### config.mk
export PLATFORM = sky130hd
export DESIGN_NAME = count_stream_monitor
export DESIGN_NICKNAME = d
export VERILOG_FILES = /design/src/rtl/count_mon_pkg.sv /design/src/rtl/sync_event_fifo.sv /design/src/rtl/count_stream_monitor.sv
export SDC_FILE = /design/constraint.sdc
export NUM_CORES = 1
export LEC_CHECK = 0
export BUFFER_PORTS_ARGS = -buffer_cell sky130_fd_sc_hd__buf_2
export CAP_MARGIN = 10
export CORE_ASPECT_RATIO = 0.8
export CORE_UTILIZATION = 46
export CTS_CLUSTER_DIAMETER = 30
export DETAILED_ROUTE_END_ITERATION = 7
export MAX_ROUTING_LAYER = met4
export PLACE_DENSITY_LB_ADDON = 0.05
export SYNTH_ARGS = -nofsm -noshare
export SYNTH_HDL_FRONTEND = slang
export SYNTH_SLANG_ARGS = --single-unit
### constraint.sdc
create_clock -name clk -period 3.3 [get_ports clk]
set_input_delay 0.33 -clock clk [delete_from_list [all_inputs] [get_ports clk]]
set_output_delay 0.33 -clock clk [all_outputs]
set_load 0.03 [all_outputs]
### src/rtl/count_mon_pkg.sv
// Shared types for the count stream monitor: event codes, FSM states and
// the layout of a queued event.
package count_mon_pkg;

  localparam int EVT_TYPE_W = 2;
  localparam int DEF_CNT_W  = 4;

  typedef enum logic [EVT_TYPE_W-1:0] {
    EVT_NONE = 2'b00,
    EVT_WRAP = 2'b01,
    EVT_ERR  = 2'b10
  } evt_type_t;

  typedef enum logic {
    ST_IDLE,
    ST_TRACK
  } state_t;

  // A queued event is the type in the upper bits and the offending count
  // value in the lower bits; the top packs its FIFO words in this order.
  typedef struct packed {
    evt_type_t                evtType;
    logic [DEF_CNT_W-1:0]     cnt;
  } evt_t;

endpackage

### src/rtl/sync_event_fifo.sv
// Small show-ahead FIFO. The head entry is always presented on headData.
// A push into a full FIFO is accepted only when a pop happens in the same
// cycle. Flush empties the FIFO and clears the storage.
module sync_event_fifo #(
  parameter int WIDTH = 6,
  parameter int DEPTH = 4
) (
  input  logic             clk,
  input  logic             rstn,
  input  logic             flush,
  input  logic             push,
  input  logic [WIDTH-1:0] pushData,
  output logic             full,
  input  logic             pop,
  output logic             empty,
  output logic [WIDTH-1:0] headData
);

  localparam int AW = $clog2(DEPTH);

  logic [WIDTH-1:0] r_mem [DEPTH];
  logic [AW-1:0]    r_wrPtr;
  logic [AW-1:0]    r_rdPtr;
  logic [AW:0]      r_count;
  logic             w_pushOk;
  logic             w_popOk;

  assign full     = (r_count == (AW+1)'(DEPTH));
  assign empty    = (r_count == '0);
  assign headData = r_mem[r_rdPtr];
  assign w_popOk  = pop & ~empty;
  assign w_pushOk = push & (~full | w_popOk);

  // Storage, pointers and occupancy; reset and flush both clear everything.
  always_ff @(posedge clk) begin
    if (!rstn || flush) begin
      for (int i = 0; i < DEPTH; i++) begin
        r_mem[i] <= '0;
      end
      r_wrPtr <= '0;
      r_rdPtr <= '0;
      r_count <= '0;
    end else begin
      if (w_pushOk) begin
        r_mem[r_wrPtr] <= pushData;
        r_wrPtr        <= r_wrPtr + AW'(1);
      end
      if (w_popOk) begin
        r_rdPtr <= r_rdPtr + AW'(1);
      end
      if (w_pushOk && !w_popOk) begin
        r_count <= r_count + (AW+1)'(1);
      end else if (!w_pushOk && w_popOk) begin
        r_count <= r_count - (AW+1)'(1);
      end
    end
  end

endmodule

### src/rtl/count_stream_monitor.sv
// Consumes a free-running counter bus, checks each sample is previous+1,
// counts wraps and sequence errors, and queues timestamped events in a
// small FIFO drained over a valid/ready port.
module count_stream_monitor
  import count_mon_pkg::*;
#(
  parameter int CNT_W      = 4,
  parameter int STAT_W     = 8,
  parameter int FIFO_DEPTH = 4
) (
  input  logic              clk,
  input  logic              rstn,
  input  logic [CNT_W-1:0]  cnt_in,
  input  logic              mon_en,
  input  logic              clr,
  output logic              evt_valid,
  input  logic              evt_ready,
  output logic [1:0]        evt_type,
  output logic [CNT_W-1:0]  evt_cnt,
  output logic [STAT_W-1:0] wrap_count,
  output logic [STAT_W-1:0] err_count,
  output logic              err_sticky,
  output logic              drop_sticky
);

  localparam int EW = EVT_TYPE_W + CNT_W;

  state_t            r_state;
  logic [CNT_W-1:0]  r_last;
  logic [STAT_W-1:0] r_wrapCount;
  logic [STAT_W-1:0] r_errCount;
  logic              r_errSticky;
  logic              r_dropSticky;

  logic [CNT_W-1:0]  w_exp;
  logic              w_push;
  evt_type_t         w_pushType;
  logic [EW-1:0]     w_pushData;
  logic [EW-1:0]     w_headData;
  logic              w_full;
  logic              w_empty;
  logic              w_pop;
  logic              w_drop;

  assign evt_valid   = ~w_empty;
  assign w_pop       = evt_valid & evt_ready;
  assign w_pushData  = {w_pushType, cnt_in};
  assign w_drop      = w_push & w_full & ~w_pop;
  assign evt_type    = w_headData[EW-1:CNT_W];
  assign evt_cnt     = w_headData[CNT_W-1:0];
  assign wrap_count  = r_wrapCount;
  assign err_count   = r_errCount;
  assign err_sticky  = r_errSticky;
  assign drop_sticky = r_dropSticky;

  // Compare the sample against last+1 and classify it; the priming sample
  // taken from IDLE never raises an event.
  always_comb begin
    w_exp      = r_last + CNT_W'(1);
    w_push     = 1'b0;
    w_pushType = EVT_NONE;
    if (r_state == ST_TRACK && mon_en) begin
      if (cnt_in == w_exp) begin
        if (r_last == '1) begin
          w_push     = 1'b1;
          w_pushType = EVT_WRAP;
        end
      end else begin
        w_push     = 1'b1;
        w_pushType = EVT_ERR;
      end
    end
  end

  // FSM, last-sample register, saturating statistics and sticky flags.
  // After an error the monitor resyncs to the sample just seen.
  always_ff @(posedge clk) begin
    if (!rstn || clr) begin
      r_state      <= ST_IDLE;
      r_last       <= '0;
      r_wrapCount  <= '0;
      r_errCount   <= '0;
      r_errSticky  <= 1'b0;
      r_dropSticky <= 1'b0;
    end else begin
      if (mon_en) begin
        r_state <= ST_TRACK;
        r_last  <= cnt_in;
      end else begin
        r_state <= ST_IDLE;
      end
      if (w_push && w_pushType == EVT_WRAP && r_wrapCount != '1) begin
        r_wrapCount <= r_wrapCount + STAT_W'(1);
      end
      if (w_push && w_pushType == EVT_ERR) begin
        r_errSticky <= 1'b1;
        if (r_errCount != '1) begin
          r_errCount <= r_errCount + STAT_W'(1);
        end
      end
      if (w_drop) begin
        r_dropSticky <= 1'b1;
      end
    end
  end

  sync_event_fifo #(
    .WIDTH (EW),
    .DEPTH (FIFO_DEPTH)
  ) u_fifo (
    .clk      (clk),
    .rstn     (rstn),
    .flush    (clr),
    .push     (w_push),
    .pushData (w_pushData),
    .full     (w_full),
    .pop      (w_pop),
    .empty    (w_empty),
    .headData (w_headData)
  );

endmodule

==> results_dict.tcl <==
set metrics [dict create \
    vdd.ir_drop.worst_mv 0.158 \
    period_minus_slack_ps 2660 \
    firstDrtPassIters 4 \
    crit_buf_inv 2 \
    ioPinCount 34 \
    cp-start-kind "flop" \
    avgSynthCellArea_um2 11.4 \
    layout_commonest_cell "buf_2" \
    period_share 0.807 \
    crit_arrival_ps 2910 \
    gp_congestion 0.736 \
    grt_max_degree 22 \
    cts_root_buf "clkbuf_8" \
    flow.area_growth_from_synthesis_pct 12.4 \
    status "completed" \
    final_cell_mix "buf_2, dfxtp_1, edfxtp_1, nor2_1, and2_1" \
    ant_nets 0 \
    tritoncts "yes" \
    synth_nets 247 \
    cts.sinks 56 \
    cts_buffers 5 \
    cts.path.max_buffers 2 \
    insertedDiodeCount 0 \
    drt-initial-drc-count 68 \
    setup_viol 0 \
    cts_htree_levels 2 \
    path_delay_family "adder cells" \
    holdWs_ps 338 \
    highest_layer "met4" \
    synth_edf_count 24 \
    drive_gt1_frac 0.216 \
    route.met2.wl_mm 2.26 \
    finalMaxSlewViolations 0 \
    grt_pass1_wl_mm 8.29 \
    dr_total_vias 1822 \
    fmax_mhz 376 \
    postCtsSetupRepairBufs 0 \
    slowest_delay_ps 500 \
    power_density_mw_per_mm2 405 \
    fp.dieH_um 70.0 \
    die_w_um 87.0 \
    reg2reg_slack_ps 640 \
    slowest_stage "o31ai_4" \
    ys_warn_count 0 \
    instances_no_fill 346 \
    critPathMostFrequentCell "ha_1" \
    grt_setup_unrepaired "no" \
    place_inst 338 \
    min_path_type "in2reg" \
    synth-seq-cells 56 \
    globalRouteOverflowTotal 0 \
    initial_core_util 0.483 \
    port-buffer-count 33 \
    drc 0 \
    cts_hold_buf 0 \
    path_cells "ha_1 -> xnor2_1 -> nand3_1 -> o31ai_4 -> inv_4 -> ha_1 -> inv_1 -> fa_1 -> xor2_1 -> or3_1 -> a21oi_1" \
    tightest_slew_ps 1030 \
    hold_viol_final 0 \
    end_kind "flop" \
    insertion_delay_ps 310 \
    synth.distinct_cells 48 \
    critical_path.max_fanout 9 \
    grt_use_total 0.186 \
    hpwl_mm 3.66 \
    synth_flop_cell "dfxtp_1" \
    worst-endpoint-required_ps 3550 \
    fin_nets 281 \
    synth_area_mm2 0.00266 \
    fin_setup_tns_ps 0 \
    timing.slew.headroom 0.311 \
    cts_resized 0 \
    wirelength_mm 4.97 \
    synthArstFlopShare 0 \
    antenna_found_initial 0 \
    core-area_mm2 0.00550 \
    max-cap-violations 0 \
    grt_pass1_vias 1708 \
    placementRows 24 \
    p_leak_nw 1.15 \
    synth_cells 233 \
    clkSlewWorstSetupHoldPaths_ps 90 \
    wire_per_inst_um 14.4 \
    crit_type "reg2reg" \
    synth-seq-area-share 0.512 \
    dieArea_mm2 0.00608 \
    finalClockSkew_ps 13.5 \
    via_per_inst 5.27 \
    met1Wirelength_mm 2.44 \
    wl_met3_um 195 \
]
-- cell families (layout without fill, tap and decap cells) --
group	count (synthesis)	count (layout)	share of synthesized area
fa+ha+maj	5	5	0.0264
mux	14	14	0.0810
compound gates	29	29	0.0810
flops	56	56	0.512
simple gates	94	94	0.206
xor+xnor	17	17	0.0612
buf+inv	18	53	0.0320
-- flip-flops by register name, summed over array words and instances, names as in the netlist, named ones only --
| register | cells |
|---|---|
| u_fifo.r_mem | 24 |
| err_sticky | 1 |
| r_state | 1 |
| u_fifo.r_rdPtr | 2 |
| u_fifo.r_count | 3 |
| wrap_count | 8 |
| err_count | 8 |
| drop_sticky | 1 |
| r_last | 4 |
| u_fifo.r_wrPtr | 2 |
-- report_power, final --
group / switching (mW) / leakage (nW) / internal [mW]
clock: 0.216 / 0.0424 / 0.152
sequential: 0.00836 / 0.526 / 0.737
combinational: 0.0595 / 0.581 / 0.0344
total: 0.284 / 1.15 / 0.924
-- synth_stat cells, types with 2 or more instances --
cell type	number	area (um2)
a21o_1	2	15.0
a21oi_1	6	30.0
and2_1	14	87.6
and3_1	8	50.1
buf_2	3	15.0
clkbuf_1	6	22.5
dfxtp_1	32	641
edfxtp_1	24	721
ha_1	4	50.1
inv_1	6	22.5
mux2i_1	8	80.1
mux4_2	6	135
nand2_1	5	18.8
nand2b_1	4	25.0
nand3_1	9	45.0
nand4_1	3	18.8
nor2_1	21	78.8
nor2b_1	3	18.8
nor3_1	5	25.0
nor4_1	6	37.5
o21ai_0	10	50.1
or3_1	6	37.5
or4_1	3	22.5
xnor2_1	10	87.6
xor2_1	6	52.6
-- worst min-delay path, cell delays in order --
cell	delay (ps)
buf_2	130
mux2i_1	80
nor2_1	70
-- per-stage QoR --
stage               total power [mW]   util  instance area [um2]  worst slack, ps
finish                          1.21  0.543                 2990              638
global route                    1.26  0.543                 2990              416
CTS                             1.22  0.543                 2990              632
detailed placement             0.857  0.528                 2900              644
global placement               0.856  0.528                 2900              712
floorplan                      0.828      -                 2660              794
-- cell type report --
type | count | area, um2
Sequential cell | 56 | 1360
Inverter | 7 | 28.8
Timing Repair Buffer | 38 | 203
Tap cell | 78 | 97.6
Clock inverter | 1 | 8.76
Multi-Input combinational cell | 159 | 1210
Fill cell | 507 | 2510
Clock buffer | 7 | 76.3
-- per-layer routing --
layer,up-vias,GRT usage
met5,-,-
met4,0,0.0519
met3,7,0.0508
met2,35,0.277
met1,860,0.250
li1,920,-
-- final timing paths --
check / startpoint / endpoint / cells past startpoint
max: r_last[0] / u_fifo.r_count[2] / 11
min: cnt_in[3] / r_last[3] / 3
max reg2reg: r_last[0] / u_fifo.r_count[2] / 11
min reg2reg: err_sticky / err_sticky / 2
Note: power is estimated with default switching activity, not from simulation.
